===== config.mk =====
export PLATFORM = sky130hd
export DESIGN_NAME = alarm_countdown_flat
export DESIGN_NICKNAME = d
export VERILOG_FILES = /design/src/rtl/alarm_countdown_if.sv /design/src/rtl/alarm_countdown.sv /design/src/flat_wrapper.sv
export SDC_FILE = /design/constraint.sdc
export NUM_CORES = 1
export LEC_CHECK = 0
export ABC_AREA = 1
export ABC_CLOCK_PERIOD_IN_PS = 1500
export CORE_MARGIN = 4
export CORE_UTILIZATION = 55
export CTS_BUF_LIST = sky130_fd_sc_hd__clkbuf_2 sky130_fd_sc_hd__clkbuf_4 sky130_fd_sc_hd__clkbuf_8
export CTS_CLUSTER_DIAMETER = 120
export CTS_CLUSTER_SIZE = 28
export DETAILED_ROUTE_END_ITERATION = 16
export PLACE_DENSITY_LB_ADDON = 0.05
export SYNTH_ARGS = -nofsm -noshare
export SYNTH_HDL_FRONTEND = slang
export SYNTH_SLANG_ARGS = --single-unit

===== constraint.sdc =====
create_clock -name clock -period 1.5 [get_ports clock]
set_clock_uncertainty 0.1 [all_clocks]
set_input_delay 0.375 -clock clock [delete_from_list [all_inputs] [get_ports clock]]
set_output_delay 0.375 -clock clock [all_outputs]
set_load 0.01 [all_outputs]

===== src/rtl/alarm_countdown_if.sv =====
`default_nettype none
// ============================================================================
//  Module   : alarm_countdown_if
//  Brief    : Start/expired handshake between alarm control FSM and timer.
//  Revision : 1.0 - initial release
// ============================================================================
interface alarm_countdown_if;
  logic       start_timer;
  logic [3:0] value;
  logic       expired;
  logic       busy;
  logic [3:0] remaining;

  modport master (
    output start_timer,
    output value,
    input  expired,
    input  busy,
    input  remaining
  );

  modport slave (
    input  start_timer,
    input  value,
    output expired,
    output busy,
    output remaining
  );
endinterface
`default_nettype wire


===== src/rtl/alarm_countdown.sv =====
`default_nettype none
// ============================================================================
//  Module   : alarm_countdown
//  Brief    : Start-aligned seconds countdown plus free-running 1 Hz / 0.5 Hz enables.
//  Revision : 1.0 - initial release
// ============================================================================
module alarm_countdown #(
  parameter int CLK_HZ = 4,
  parameter int CNT_W  = 24
) (
  input  logic              clock,
  input  logic              reset,
  alarm_countdown_if.slave  tmr,
  output logic              one_hz_enable,
  output logic              half_hz_enable
);

  localparam logic [1:0]       c_IDLE  = 2'd0;
  localparam logic [1:0]       c_COUNT = 2'd1;
  localparam logic [1:0]       c_DONE  = 2'd2;
  localparam logic [CNT_W-1:0] c_LAST  = CNT_W'(CLK_HZ - 1);

  logic             r_start_d;
  logic [CNT_W-1:0] r_prescaler;
  logic             r_half;
  logic [CNT_W-1:0] r_phase;
  logic [1:0]       r_state;
  logic [3:0]       r_remaining;
  logic             w_start_ev;
  logic             w_tick;

  assign w_start_ev = tmr.start_timer & ~r_start_d;
  assign w_tick     = (r_prescaler == c_LAST);

  assign one_hz_enable  = w_tick;
  assign half_hz_enable = r_half;
  assign tmr.busy       = (r_state == c_COUNT);
  assign tmr.expired    = (r_state == c_DONE);
  assign tmr.remaining  = r_remaining;

  // Prescaler is free-running and never touched by the countdown.
  always_ff @(posedge clock or negedge reset) begin
    if (!reset) begin
      r_prescaler <= '0;
      r_half      <= 1'b0;
    end else if (w_tick) begin
      r_prescaler <= '0;
      r_half      <= ~r_half;
    end else begin
      r_prescaler <= r_prescaler + CNT_W'(1);
    end
  end

  always_ff @(posedge clock or negedge reset) begin
    if (!reset) begin
      r_start_d   <= 1'b0;
      r_state     <= c_IDLE;
      r_phase     <= '0;
      r_remaining <= 4'd0;
    end else begin
      r_start_d <= tmr.start_timer;
      if (w_start_ev) begin
        // A start always wins, including over a terminal decrement.
        r_phase     <= '0;
        r_remaining <= tmr.value;
        r_state     <= (tmr.value == 4'd0) ? c_DONE : c_COUNT;
      end else begin
        case (r_state)
          c_COUNT: begin
            if (r_phase == c_LAST) begin
              r_phase <= '0;
              if (r_remaining != 4'd0) begin
                r_remaining <= r_remaining - 4'd1;
              end
              if (r_remaining <= 4'd1) begin
                r_state <= c_DONE;
              end
            end else begin
              r_phase <= r_phase + CNT_W'(1);
            end
          end
          c_DONE: begin
            if (!tmr.start_timer) begin
              r_state <= c_IDLE;
            end
          end
          default: begin
            r_state     <= c_IDLE;
            r_remaining <= 4'd0;
          end
        endcase
      end
    end
  end

endmodule
`default_nettype wire

===== src/flat_wrapper.sv =====
// flat-port wrapper written by rule: the top's interface ports become plain ports
module alarm_countdown_flat 
#(
  parameter int CLK_HZ = 4,
  parameter int CNT_W  = 24
)
  (clock, reset, one_hz_enable, half_hz_enable, tmr_start_timer, tmr_value, tmr_expired, tmr_busy, tmr_remaining);
  alarm_countdown_if tmr_i ();
  input  logic clock;
  input  logic reset;
  output logic one_hz_enable;
  output logic half_hz_enable;
  input wire logic [$bits(tmr_i.start_timer)-1:0] tmr_start_timer;
  input wire logic [$bits(tmr_i.value)-1:0] tmr_value;
  output wire logic [$bits(tmr_i.expired)-1:0] tmr_expired;
  output wire logic [$bits(tmr_i.busy)-1:0] tmr_busy;
  output wire logic [$bits(tmr_i.remaining)-1:0] tmr_remaining;
  assign tmr_i.start_timer = tmr_start_timer;
  assign tmr_i.value = tmr_value;
  assign tmr_expired = tmr_i.expired;
  assign tmr_busy = tmr_i.busy;
  assign tmr_remaining = tmr_i.remaining;
  alarm_countdown #(.CLK_HZ(CLK_HZ), .CNT_W(CNT_W)) u_core (.clock(clock), .reset(reset), .tmr(tmr_i), .one_hz_enable(one_hz_enable), .half_hz_enable(half_hz_enable));
endmodule

==> impl_results.md, run 1 <==
- CTS tree: built
- Switching share of power: 0.330
- Cell area after layout: a little over 0.005 mm²
- Mapped Area: around 0.0034 mm²
- CP arrival: approximately 1.4 ns
- Endpoints failing setup: 30
- Port Buffer Count: 14
- Slew headroom: 0.789
- # rows: 28
- Register area share after synthesis: 0.415
- Min Tclk post-route: between 1.5 and 2 ns
- First-pass GRT wire length: 15.3 mm
- Clock Latency Late Sink: about 0.32 ns
- Sw Pwr: approximately 0.0014 W
- Clock tree root driver cell: clkbuf_8
- Top cells by area, synth: dfrtp_1 42%, nand2_1 14%, nand3_1 6.8%, inv_1 6.8%, nor2_1 6.1%
- Mapped Avg Cell Area: roughly 7.4 µm²
- Die Ht: about 86 µm
- Global routing usage on met2: 0.468
- Final Cycle Share: 1.25
- Die area: around 0.0075 mm²
- Internal power: between 0.002 and 0.003 W
- Post-synth top flop: dfrtp_1
- CP Capture Type: primary output
- Critical Path Sink: one_hz_enable
- Count leader, synth: nand2_1
- Startpoint Class: flop
- Worst Max-Slew Pin Slew: between 0.3 and 0.4 ns
- R2R cell count: 9
- Crit path from: u_core.r_prescaler[13]
- Total Power: 0.00412 W
- Pleak: about 2.6 nW
- Initial Util: 0.567
- Vias/cell: roughly 5.3
- Vias in the first global route: 3481
- Largest net degree at the start of global routing: between 50 and 60
- DP HPWL: between 6 and 7 mm
- Ant. Diodes: 0
- Die width: 86.3 µm
- Seq pwr share: 0.407
- Synthesized flop and latch total: between 50 and 60
- Routed WL: slightly above 10 mm
- Max IR drop VDD: 0.00108 V
- CTS Buf Count: 5
- Power Dens Cells: between 800 and 900 mW/mm²
- # fillers: 341
- Reg-to-Reg Start: u_core.r_prescaler[10]
- GRT overflow: 0
- RSZ-0062 raised after global routing: yes
- Met1 Use GR: 0.311
- Max cap viols: 0
- NumNets Final: 599
- 1st-pass router iterations: 5
- Grt peak-use layer: met2
- Fin. Hold Viols: 0
- Vias: approximately 3500
- Ys Warns: 0
- Core Util, Final: 0.849
- Clock buffer depth: 2
- Comb pwr share: 0.342
- Layout cell share with drive strength beyond 1: 0.394
- Critical R2R Capture: u_core.r_prescaler[19]
- Cell count after synthesis: roughly 460
- Critical Path RT: roughly 1 ns
- Status: finished, violations left
- Gpl congestion: between 0.8 and 0.9
- Initial antenna violation count: 0
- GRT Total Usage: 0.255
- Core area: between 0.005 and 0.006 mm²
- Post-synth top cells: 125 x nand2_1, 61 x inv_1, 56 x dfrtp_1
- Failing checks: negative setup slack
- Starting DRC count in detailed routing: approximately 170
- DRT antenna net count: 0
- Final setup margin: -0.378 ns
- Boundary Pins: 15
- CP Max Fanout: 3
- DP Area: about 0.0043 mm²
- TritonCTS Sinks: 56
- HP Class: in -> reg
- Area occupied by multi-input gates: 0.00213 mm²
- Final Max Slew Viols: 0
- GRT met3 Usage: 0.0342
- H-tree Lvls: 2
- Post-synth EDFFs: 0
- Top-area cell type share of the netlist area: 0.415
- DRC violations left: 0
- R2R setup slack: -0.13 ns
- Synth area leader: dfrtp_1
- Area growth, synth to finish: 49.9%
- Clock-pin transition on the worst setup and hold timing paths: 0.10 ns
- Count of different cell masters after synthesis: 26
- Clock power frac: 0.251
- Fraction of registers with async set/reset: 1.00
- Crit Path Class: reg -> out
- Dpl ws: -0.420 ns
- Register area: ~0.0014 mm²
- Mapped Nets: approximately 470
- Per-cell routed wire length: between 15 and 20 µm
- Fmax: 532 MHz
## what timing repair did
action	CTS	global route
hold buffers	1	0
buffers inserted	3	14
gates cloned	1	0
hold endpoints to repair	56	0
gates resized for setup	63	89
pin swaps	22	47
setup endpoints to repair	41	50
## per-layer routing
layer,up-vias,wire length (µm)
met5,-,0
met4,0,251
met3,27,371
met2,110,5630
met1,1707,4100
li1,1704,-
## worst max-delay path, cell delays in order, from the launching register on
cell and delay [ns]:
dfrtp_1 0.41, inv_1 0.09, nand4_1 0.13, nor2_1 0.18
nand3_2 0.12, inv_2 0.07, buf_6 0.09
## cell families (layout without fill, tap and decap cells)
logic type | count (synthesis) | in the layout | synth area share
compound gates | 29 | 29 | 0.0482
simple gates | 266 | 266 | 0.362
xor+xnor | 31 | 31 | 0.0804
buf+inv | 70 | 203 | 0.0797
flops | 56 | 56 | 0.415
fa+ha+maj | 4 | 4 | 0.0148
## layout make-up
| type | instances | share of cell area |
|---|---|---|
| tap | 75 | 0.0186 |
| multi-input combinational | 330 | 0.421 |
| clock buffer | 6 | 0.0151 |
| inverter | 67 | 0.0507 |
| timing repair inverter | 1 | 0.00148 |
| timing repair buffer | 127 | 0.209 |
| clock inverter | 2 | 0.00693 |
| sequential | 56 | 0.277 |
## worst min path at each step
stage | startpoint | endpoint | slack (ns) | cells after the start
2_1_floorplan | reset | u_core.half_hz_enable | -0.02 | 0
3_3_place_gp | reset | u_core.r_phase[4] | 0.30 | 2
3_5_place_dp | reset | u_core.r_phase[6] | 0.30 | 2
4_1_cts | tmr_start_timer | u_core.r_start_d | 0.33 | 2
5_1_grt | tmr_start_timer | u_core.r_start_d | 0.33 | 2
6_report | tmr_start_timer | u_core.r_start_d | 0.32 | 2
## registers in the layout, summed over array words and instances (netlist names)
register	flops
u_core.tmr.remaining	4
u_core.r_prescaler	24
u_core.r_start_d	1
u_core.half_hz_enable	1
u_core.r_state	2
u_core.r_phase	24
## per-stage QoR
step                      setup TNS (ns)  hold slack (ns)  std cells
final                              -1.92            0.323        664
after global routing               -4.99            0.332        664
after CTS                         -0.816            0.331        652
after detailed placement           -8.76            0.305        639
after global placement             -8.11            0.299        639
after floorplan                        0          -0.0206        456
## power groups by stage
| stage | combinational (W) | clock [W] | sequential [W] |
|---|---|---|---|
| after global routing | 0.00153 | 0.00111 | 0.00169 |
| after global placement | 0.00101 | 0 | 0.00170 |
| final | 0.00141 | 0.00104 | 0.00168 |
| after detailed placement | 0.00104 | 0 | 0.00170 |
| after CTS | 0.00115 | 0.00103 | 0.00167 |
| after floorplan | 0.000448 | 0 | 0.00173 |
## placed cells by master, fill, tap and decap left out, types with 3 or more instances in the layout
master / instances
buf_4: 96
buf_6: 14
clkbuf_8: 5
clkdlybuf4s50_1: 4
dfrtp_1: 56
inv_1: 55
inv_2: 11
nand2_1: 112
nand2_2: 12
nand2_4: 6
nand3_1: 29
nand3_2: 14
nand3_4: 3
nand4_1: 17
nor2_1: 33
nor2_2: 14
nor2_4: 19
o21ai_1: 8
o21ai_2: 7
o22ai_2: 6
xnor2_1: 6
xor2_1: 23
(Power assumes the default switching activity.)
==> inputs of run 2 (changes only) <==
--- a/config.mk
+++ b/config.mk
@@ -13,6 +13,7 @@
 export CTS_CLUSTER_DIAMETER = 120
 export CTS_CLUSTER_SIZE = 28
 export DETAILED_ROUTE_END_ITERATION = 16
+export MAX_ROUTING_LAYER = met4
 export PLACE_DENSITY_LB_ADDON = 0.05
 export SYNTH_ARGS = -nofsm -noshare
 export SYNTH_HDL_FRONTEND = slang
==> run 2 against run 1 <==
Compared with the run above: the flow still finishes with violations (negative setup slack); routed wire length fell by 0.97%; fmax rose by 1.2%; final cell count rose by 0.15%; critical endpoint unchanged; largest cell class unchanged.
==> impl_results.md, run 2 (same netlist as run 1, synthesis figures left out) <==
- Status: finished, violations left
- Failing checks: negative setup slack
- Die width: between 80 and 90 µm
- RSZ-0062 raised after global routing: yes
- Core area: 0.00596 mm²
- Final Max Slew Viols: 0
- Critical Path Slowest Stage Cell: dfrtp_1
- Ant. Diodes: 0
- Slew headroom: 0.784
- Comb pwr share: 0.344
- Final Cycle Share: 1.24
- GRT Total Usage: 0.262
- First-pass GRT wire length: between 15 and 20 mm
- Routed WL: between 10 and 15 mm
- Min Tclk post-route: 1.86 ns
- Die Ht: 86.3 µm
- Seq pwr share: 0.406
- Largest net degree at the start of global routing: 57
- DRT antenna net count: 0
- HP Class: in -> reg
- DP Area: 0.00434 mm²
- Clock-pin transition on the worst setup and hold timing paths: 0.10 ns
- Vias: 3542
- Boundary Pins: 15
- Fmax: ~540 MHz
- Initial Util: 0.567
- Initial antenna violation count: 0
- Starting DRC count in detailed routing: between 200 and 250
- Die area: ~0.0075 mm²
- Max IR drop VDD: roughly 0.0013 V
- Clock buffer depth: 2
- Internal power: approximately 0.0028 W
- NumNets Final: 600
- TritonCTS Sinks: between 50 and 60
- CP arrival: around 1.4 ns
- H-tree Lvls: 2
- 1st-pass router iterations: 5
- # fillers: 326
- Fin. Hold Viols: 0
- Layout cell share with drive strength beyond 1: 0.397
- Vias/cell: roughly 5.3
- Critical Path RT: slightly above 1 ns
- CP Max Fanout: 3
- Gpl congestion: between 0.8 and 0.9
- Crit Path Class: reg -> out
- Port Buffer Count: 14
- Startpoint Class: flop
- Final setup margin: -0.357 ns
- Sw Pwr: 0.00138 W
- # rows: 28
- CP Capture Type: primary output
- Total Power: about 0.0041 W
- Worst stage delay on the critical path: roughly 0.43 ns
- Pleak: about 2.6 nW
- Worst Max-Slew Pin Slew: around 0.32 ns
- Power Dens Cells: between 800 and 900 mW/mm²
- DRC violations left: 0
- GRT overflow: 0
- Per-cell routed wire length: 15.4 µm
- Commonest non-fill, non-tap cell in the layout: nand2_1
- Crit-path cells: inv_1 -> nand4_1 -> nor2_1 -> nand3_2 -> inv_2 -> buf_6
- Switching share of power: 0.333
- Area occupied by multi-input gates: 0.00215 mm²
- Cell area after layout: about 0.005 mm²
- Core Util, Final: 0.857
- Area growth, synth to finish: 51.2%
- Clock Latency Late Sink: 0.32 ns
- Max cap viols: 0
- Most frequent cells in the layout: 112 x nand2_1, 94 x buf_4, 56 x dfrtp_1, 55 x inv_1, 33 x nor2_1
- Vias in the first global route: 3478
- DP HPWL: approximately 6.3 mm
- CTS Buf Count: 5
- CTS tree: built
- Clock power frac: 0.249
- Endpoints failing setup: 31
- Register area: 0.00140 mm²
- Clock tree root driver cell: clkbuf_8
[run 2: metal layers]
layer	wire [µm]	GRT usage
met1	4000	0.309
met2	5480	0.469
met3	406	0.0333
met4	358	0.0737
met5	0	-
[run 2: worst paths after layout]
path / start / cells after the start / slack [ns] / endpoint
setup / recovery: u_core.r_prescaler[13] / 6 / -0.36 / one_hz_enable
hold / removal: tmr_start_timer / 2 / 0.34 / u_core.r_start_d
setup reg to reg: u_core.r_phase[0] / 9 / -0.16 / u_core.r_phase[14]
hold reg to reg: u_core.tmr.remaining[0] / 2 / 0.46 / u_core.tmr.remaining[0]
max in group asynchronous: reset / 3 / 0.55 / u_core.r_prescaler[13]
min in group asynchronous: reset / 3 / 0.45 / u_core.r_phase[6]
[run 2: power by group through the flow]
stage,combinational (W),sequential [W],clock [W]
floorplan,0.000448,0.00173,0
global placement,0.00101,0.00170,0
detailed placement,0.00104,0.00170,0
CTS,0.00115,0.00167,0.00103
global route,0.00154,0.00170,0.00110
finish,0.00143,0.00168,0.00103
[run 2: area by class of cell]
type,instances,share of cell area
Clock buffer,6,0.0150
Clock inverter,2,0.00686
Inverter,67,0.0503
Multi-Input combinational cell,330,0.421
Sequential cell,56,0.275
Tap cell,75,0.0184
Timing Repair Buffer,128,0.212
Timing Repair inverter,1,0.00147
[run 2: critical path: cells and delay by family, from the launching register on]
kind          cells  cell delay [ns]
buf+inv           3             0.25
flops             1             0.43
simple gates      3             0.39
[run 2: what timing repair did]
item / CTS / global route
gates cloned: 1 / 0
hold buffers: 1 / 0
setup buffers: 3 / 18
pin swaps: 22 / 49
endpoints found under the hold margin: 56 / 0
endpoints found under the setup margin: 41 / 50
gates resized for setup: 63 / 94
[run 2: through the flow]
| stage | TNS (ns) | instances | hold WS, ns | setup WS [ns] |
|---|---|---|---|---|
| 2_1_floorplan | 0 | 456 | -0.0206 | 0.00592 |
| 3_3_place_gp | -8.11 | 639 | 0.299 | -0.393 |
| 3_5_place_dp | -8.76 | 639 | 0.305 | -0.420 |
| 4_1_cts | -0.816 | 652 | 0.331 | -0.317 |
| 5_1_grt | -5.16 | 665 | 0.365 | -0.481 |
| 6_report | -2.55 | 665 | 0.344 | -0.357 |
==> variant 1, RTL diff (settings of run 2) <==
Make the reset (`reset`) synchronous in 2 clocked blocks.
--- a/src/rtl/alarm_countdown.sv
+++ b/src/rtl/alarm_countdown.sv
@@ -39,7 +39,7 @@
   assign tmr.remaining  = r_remaining;
 
   // Prescaler is free-running and never touched by the countdown.
-  always_ff @(posedge clock or negedge reset) begin
+  always_ff @(posedge clock) begin
     if (!reset) begin
       r_prescaler <= '0;
       r_half      <= 1'b0;
@@ -51,7 +51,7 @@
     end
   end
 
-  always_ff @(posedge clock or negedge reset) begin
+  always_ff @(posedge clock) begin
     if (!reset) begin
       r_start_d   <= 1'b0;
       r_state     <= c_IDLE;
Function: differs if reset is asserted again (counterexample within 4 cycles, from zero or initial values and one cycle with reset low); with reset held inactive, the same outputs for 10 cycles.
==> variant 1 against run 2 <==
  * The flow still finishes with violations (negative setup slack)
  * Area after synthesis decreased by 9.6%
  * Critical path depth did not move
  * Final area fell by 11%
  * Cell count down 5.3%
  * Die area down 8.7%
  * Core utilization rose by 1.2 points
  * Routed wire length is 4.9% lower
  * Sequential cell count is the same
  * Worst setup slack better by 5.1 ps
  * Via count down 3.8%
  * First-iteration DRC count decreased by 6.7%
  * Critical endpoint unchanged
Power is not compared: it rests on default switching activity, and its combinational part moved more than twofold at a synthesized area within 25%.
==> variant 1: results (changes against run 2) <==
outcome: "complete, but fails checks"  # unchanged
violations: "negative setup slack"  # unchanged
synth_area_leaders: "dfxtp_1 37%, nor2_1 12%, nand2_1 12%, inv_1 6.3%, xor2_1 5.7%"  # was dfrtp_1 42%, nand2_1 14%, nand3_1 6.8%, inv_1 6.8%, nor2_1 6.1%
clk_pin_slew_ps: 120  # was 100 ps
clk_latency_ps: 330
dp_hpwl_mm: 5.56  # was 6.25 mm
setup_ws_ps: -351  # was -357 ps
cts_buffer_depth: 2  # unchanged
ys_async_sr_fraction_pct: 0  # was 100%
synthTopCellsByCount: "99 x nor2_1, 94 x nand2_1, 56 x dfxtp_1, 51 x inv_1, 30 x nand3_1"  # was 125 x nand2_1, 61 x inv_1, 56 x dfrtp_1, 55 x nor2_1, 46 x nand3_1
avgViaCountPerCell: 5.41  # was 5.33
synth_compound_area_share_pct: 4.51  # was 4.82%
m1WireLength_mm: 3.62  # was 4.00 mm
netlist.area_leader.share_pct: 36.7  # was 41.5%
ys.flop_type: "dfxtp_1"  # was dfrtp_1
synth-xor-area-share_pct: 7.18  # was 8.04%
dr_wl_met2_mm: 5.19  # was 5.48 mm
gp_congestion: 0.943  # was 0.883
wl_met3_um: 498  # was 406 um
grt_start_max_net_pins: 19  # was 57
grt_usage_pct: 24.8  # was 26.2%
setup_tns_ps: -4700  # was -2550 ps
max_slew_margin_pct: 64.2  # was 78.4%
drt_wl_total_mm: 9.74  # was 10.2 mm
highest_layer: "met4"  # unchanged
setup_violations: 44  # was 31
grt_pass1_wl_mm: 12.9  # was 15.3 mm
grt_pass1_vias: 3095  # was 3,478
first_pass_iters: 5  # unchanged
synth_fa_ha_area_share_pct: 1.64  # was 1.48%
placed_cell_area_sq_mm: 0.00385  # was 0.00434 sq mm
synth.most_common_cell: "nor2_1"  # was nand2_1
ir_worst_vdd_mv: 0.674
drive_above_1_share_pct: 42.0  # was 39.7%
critical_path_peak_fanout: 4  # was 3
synth-seq-area-share_pct: 36.7  # was 41.5%
port-buffer-count: 14  # unchanged
nets: 570  # was 600
drt_first_iter_violations: 195  # was 209
syn-num-nets: 457  # was 467
h-tree-depth: 2  # unchanged
yosys.cell_types.count: 31  # was 26
==> variant 1: cell count changes after synthesis, moves of 8 or more <==
cell / run 2 / this run
nand2_1: 125 / 94
o21ai_1: 11 / 1
dfxtp_1: 0 / 56
nand3_1: 46 / 30
inv_1: 61 / 51
dfrtp_1: 56 / 0
o22ai_1: 8 / 0
nor2_1: 55 / 99
a21oi_1: 2 / 15
==> variant 1: per-stage QoR <==
stage | total power [W] | worst slack, ps | cells | hold slack, ps
final | 0.00305 | -351 | 630 | 362
after floorplan | 0.00180 | 16.2 | 446 | 329
after CTS | 0.00285 | -262 | 616 | 378
after global placement | 0.00198 | -378 | 604 | 349
after global routing | 0.00316 | -432 | 630 | 353
after detailed placement | 0.00200 | -428 | 604 | 364
==> variant 1: kinds of logic after synthesis <==
group | count (synthesis)
AND/OR/NAND/NOR | 274
adder cells (fa/ha/maj) | 4
XOR/XNOR | 25
flip-flops | 56
buffers and inverters | 60
AO/OA/AOI/OAI | 27
==> variant 1: where the power goes <==
part           switching [W]  internal, W
logic               0.000312     0.000283
clock network       0.000548     0.000333
registers          0.0000439      0.00153
==> variant 1: metal layers <==
metal / track usage (%) / vias up
met3: 3.80 / 50
met1: 28.0 / 1587
met2: 45.9 / 142
met5: - / -
li1: - / 1629
met4: 5.88 / 0
==> variant 1: timing repair <==
action	in CTS	in global routing
setup buffers	5	15
resized for setup	66	93
endpoints found under the setup margin	49	53
pin swaps	22	57
==> variant 1: path summary, 6_finish.rpt <==
check                               from                     end  slack, ps  depth (start not counted)
setup reg to reg   u_core.r_prescaler[0]  u_core.r_prescaler[17]       -300                         10
setup / recovery  u_core.r_prescaler[17]           one_hz_enable       -350                          6
hold / removal           tmr_start_timer        u_core.r_start_d        360                          4
hold reg to reg   u_core.r_prescaler[23]  u_core.r_prescaler[23]        370                          2
==> variant 1: cell type report <==
type	count	area, sq um
clock buffer	5	68.8
tap	70	87.6
clock inverter	3	23.8
inverter	55	206
sequential	56	1150
timing repair buffer	111	951
fill	274	684
multi-input combinational	330	2060
==> variant 1: critical path: stages, from the launching register on <==
cell,delay (ps)
dfxtp_2,360
nor2_2,100
nand3_1,130
nor2_2,160
nand3_2,110
inv_1,60
buf_2,120
==> variant 2, RTL diff (settings of run 2) <==
Without the edit above. `CNT_W` is set to 24 in 2 places; all go to 36.
--- a/src/rtl/alarm_countdown.sv
+++ b/src/rtl/alarm_countdown.sv
@@ -6,7 +6,7 @@
 // ============================================================================
 module alarm_countdown #(
   parameter int CLK_HZ = 4,
-  parameter int CNT_W  = 24
+  parameter int CNT_W  = 36
 ) (
   input  logic              clock,
   input  logic              reset,
--- a/src/flat_wrapper.sv
+++ b/src/flat_wrapper.sv
@@ -2,7 +2,7 @@
 module alarm_countdown_flat 
 #(
   parameter int CLK_HZ = 4,
-  parameter int CNT_W  = 24
+  parameter int CNT_W  = 36
 )
   (clock, reset, one_hz_enable, half_hz_enable, tmr_start_timer, tmr_value, tmr_expired, tmr_busy, tmr_remaining);
   alarm_countdown_if tmr_i ();
Function: no difference found for any inputs over 10 cycles, from zero or initial values and one cycle with reset low; that may be too few to reach the edited logic, so the function may still have changed.
==> variant 2 against run 2 <==
  * The run still ends with negative setup slack left
  * Die area grew 43%
  * Routed wire length grew 120%
  * Global-route usage grew 6.2 points
  * Register-to-register slack lost 150 ps
  * Combinational power grew 17%
  * Non-clock buffer count grew 71
  * Worst setup slack lost 280 ps
  * Cell count grew 53%
  * Sequential cell count grew 24
  * Area after synthesis grew 48%
  * Fmax shrank 13%
  * Power grew 44%
  * Final area grew 58%
  * Largest cell class unchanged
==> variant 2: results (changes against run 2) <==
crit_family: "simple AND/OR/NAND/NOR gates"  # was flip-flops
nets: 914  # was 600
worst-r2r-setup-slack_ps: -310  # was -160 ps
layout.cells.non_filler: 1016  # was 665
r2r_end: "u_core.r_state[0]"  # was u_core.r_phase[14]
worstSetupEndpoint: "one_hz_enable"  # unchanged
rr_startpoint: "u_core.r_phase[7]"  # was u_core.r_phase[0]
synth_area_leaders: "dfrtp_1 40%, nand2_1 17%, nor2_1 8.5%, xor2_1 6.5%, inv_1 5.3%"  # was dfrtp_1 42%, nand2_1 14%, nand3_1 6.8%, inv_1 6.8%, nor2_1 6.1%
drive_above_1_share_pct: 47.8  # was 39.7%
p_leak_nw: 3.94  # was 2.59 nW
grt_start_max_net_pins: 24  # was 57
grt_pass1_vias: 5606  # was 3,478
reg2reg_depth: 9  # unchanged
clk_latency_ps: 380  # was 320 ps
setup_violations: 80  # was 31
syn_inst: 699  # was 456
muxShareOfSynthArea_pct: 0  # unchanged
place_inst: 963  # was 639
dpl_worst_slack_ps: -517  # was -420 ps
synth-seq-area-share_pct: 40.1  # was 41.5%
synth-xor-area-share_pct: 8.42  # was 8.04%
first_pass_iters: 12  # was 5
antenna_cells: 0  # unchanged
synthTopCellsByCount: "226 x nand2_1, 113 x nor2_1, 80 x dfrtp_1, 70 x inv_1, 48 x nand3_1"  # was 125 x nand2_1, 61 x inv_1, 56 x dfrtp_1, 55 x nor2_1, 46 x nand3_1
violations: "negative setup slack"  # unchanged
critical_path_peak_fanout: 2  # was 3
syn-num-nets: 710  # was 467
gp_congestion: 0.942  # was 0.883
setup_ws_ps: -634  # was -357 ps
antenna_found_initial: 0  # unchanged
h-tree-depth: 3  # was 2
synth.most_common_cell: "nand2_1"  # unchanged
dp_hpwl_mm: 10.8  # was 6.25 mm
yosys.cell_types.count: 29  # was 26
hold_path_class: "input pin to asynchronous set/reset pin"  # was input pin to flip-flop
drt_first_iter_violations: 573  # was 209
tightest_slew_ps: 436  # was 325 ps
crit_start: "u_core.r_prescaler[0]"  # was u_core.r_prescaler[13]
drt_wl_total_mm: 22.1  # was 10.2 mm
port-buffer-count: 14  # unchanged
placed_cell_area_sq_mm: 0.00640  # was 0.00434 sq mm
ir_worst_vdd_mv: 1.07  # was 1.28 mV
ys_warn_count: 0  # unchanged
synth_fa_ha_area_share_pct: 1.00  # was 1.48%
crit_slowest_cell: "dfrtp_1"  # unchanged
setup_tns_ps: -14450  # was -2550 ps
grt_usage_pct: 32.4  # was 26.2%
grt_pass1_wl_mm: 25.9  # was 15.3 mm
outcome: "complete, but fails checks"  # unchanged
synth_compound_area_share_pct: 2.78  # was 4.82%
cts_made_buffers: 9  # was 5
dr_total_vias: 6339  # was 3,542
-- variant 2: changes by cell type in the layout (fill, tap and decap cells not counted), moves of 9 or more --
cell | run 2 | this run
buf_4 | 94 | 143
buf_6 | 16 | 37
dfrtp_1 | 56 | 77
nand2_1 | 112 | 166
nand2_2 | 11 | 46
nand2_4 | 7 | 18
nor2_1 | 33 | 55
nor2_2 | 14 | 32
nor2_4 | 19 | 41
o21ai_2 | 7 | 16
xor2_1 | 23 | 34
-- variant 2: how the worst min path moves through the flow --
stage	from	to	slack (ps)	depth (start not counted)
after floorplan	reset	u_core.half_hz_enable	-20	0
after global placement	reset	u_core.r_phase[2]	190	1
after detailed placement	reset	u_core.r_phase[2]	200	1
after CTS	reset	u_core.r_phase[2]	350	2
after global routing	reset	u_core.r_phase[2]	360	2
final	reset	u_core.r_phase[2]	360	2
-- variant 2: cell type report --
class,count,area [sq um]
Multi-Input combinational cell,539,3710
Sequential cell,80,2010
Timing Repair Buffer,199,1710
Fill cell,318,692
Inverter,74,290
Clock buffer,11,145
Tap cell,108,135
Clock inverter,5,78.8
-- variant 2: metal layers --
| layer | track usage, % | wire length [um] |
|---|---|---|
| met1 | 36.6 | 7130 |
| met2 | 55.6 | 10800 |
| met3 | 4.43 | 2070 |
| met4 | 17.0 | 2050 |
| met5 | - | 0 |
-- variant 2: where the power goes --
part,internal (W),leakage [nW],total (W),switching (W)
Combinational,0.000683,2.72,0.00168,0.00100
Sequential,0.00225,1.10,0.00234,0.0000868
Clock,0.00100,0.117,0.00192,0.000915
-- variant 2: what timing repair did --
action	in CTS	in global routing
hold endpoints to repair	18	0
pin swaps	66	75
setup endpoints to repair	75	79
hold buffers	1	0
setup buffers	18	23
gates resized for setup	190	154
cloned	1	0
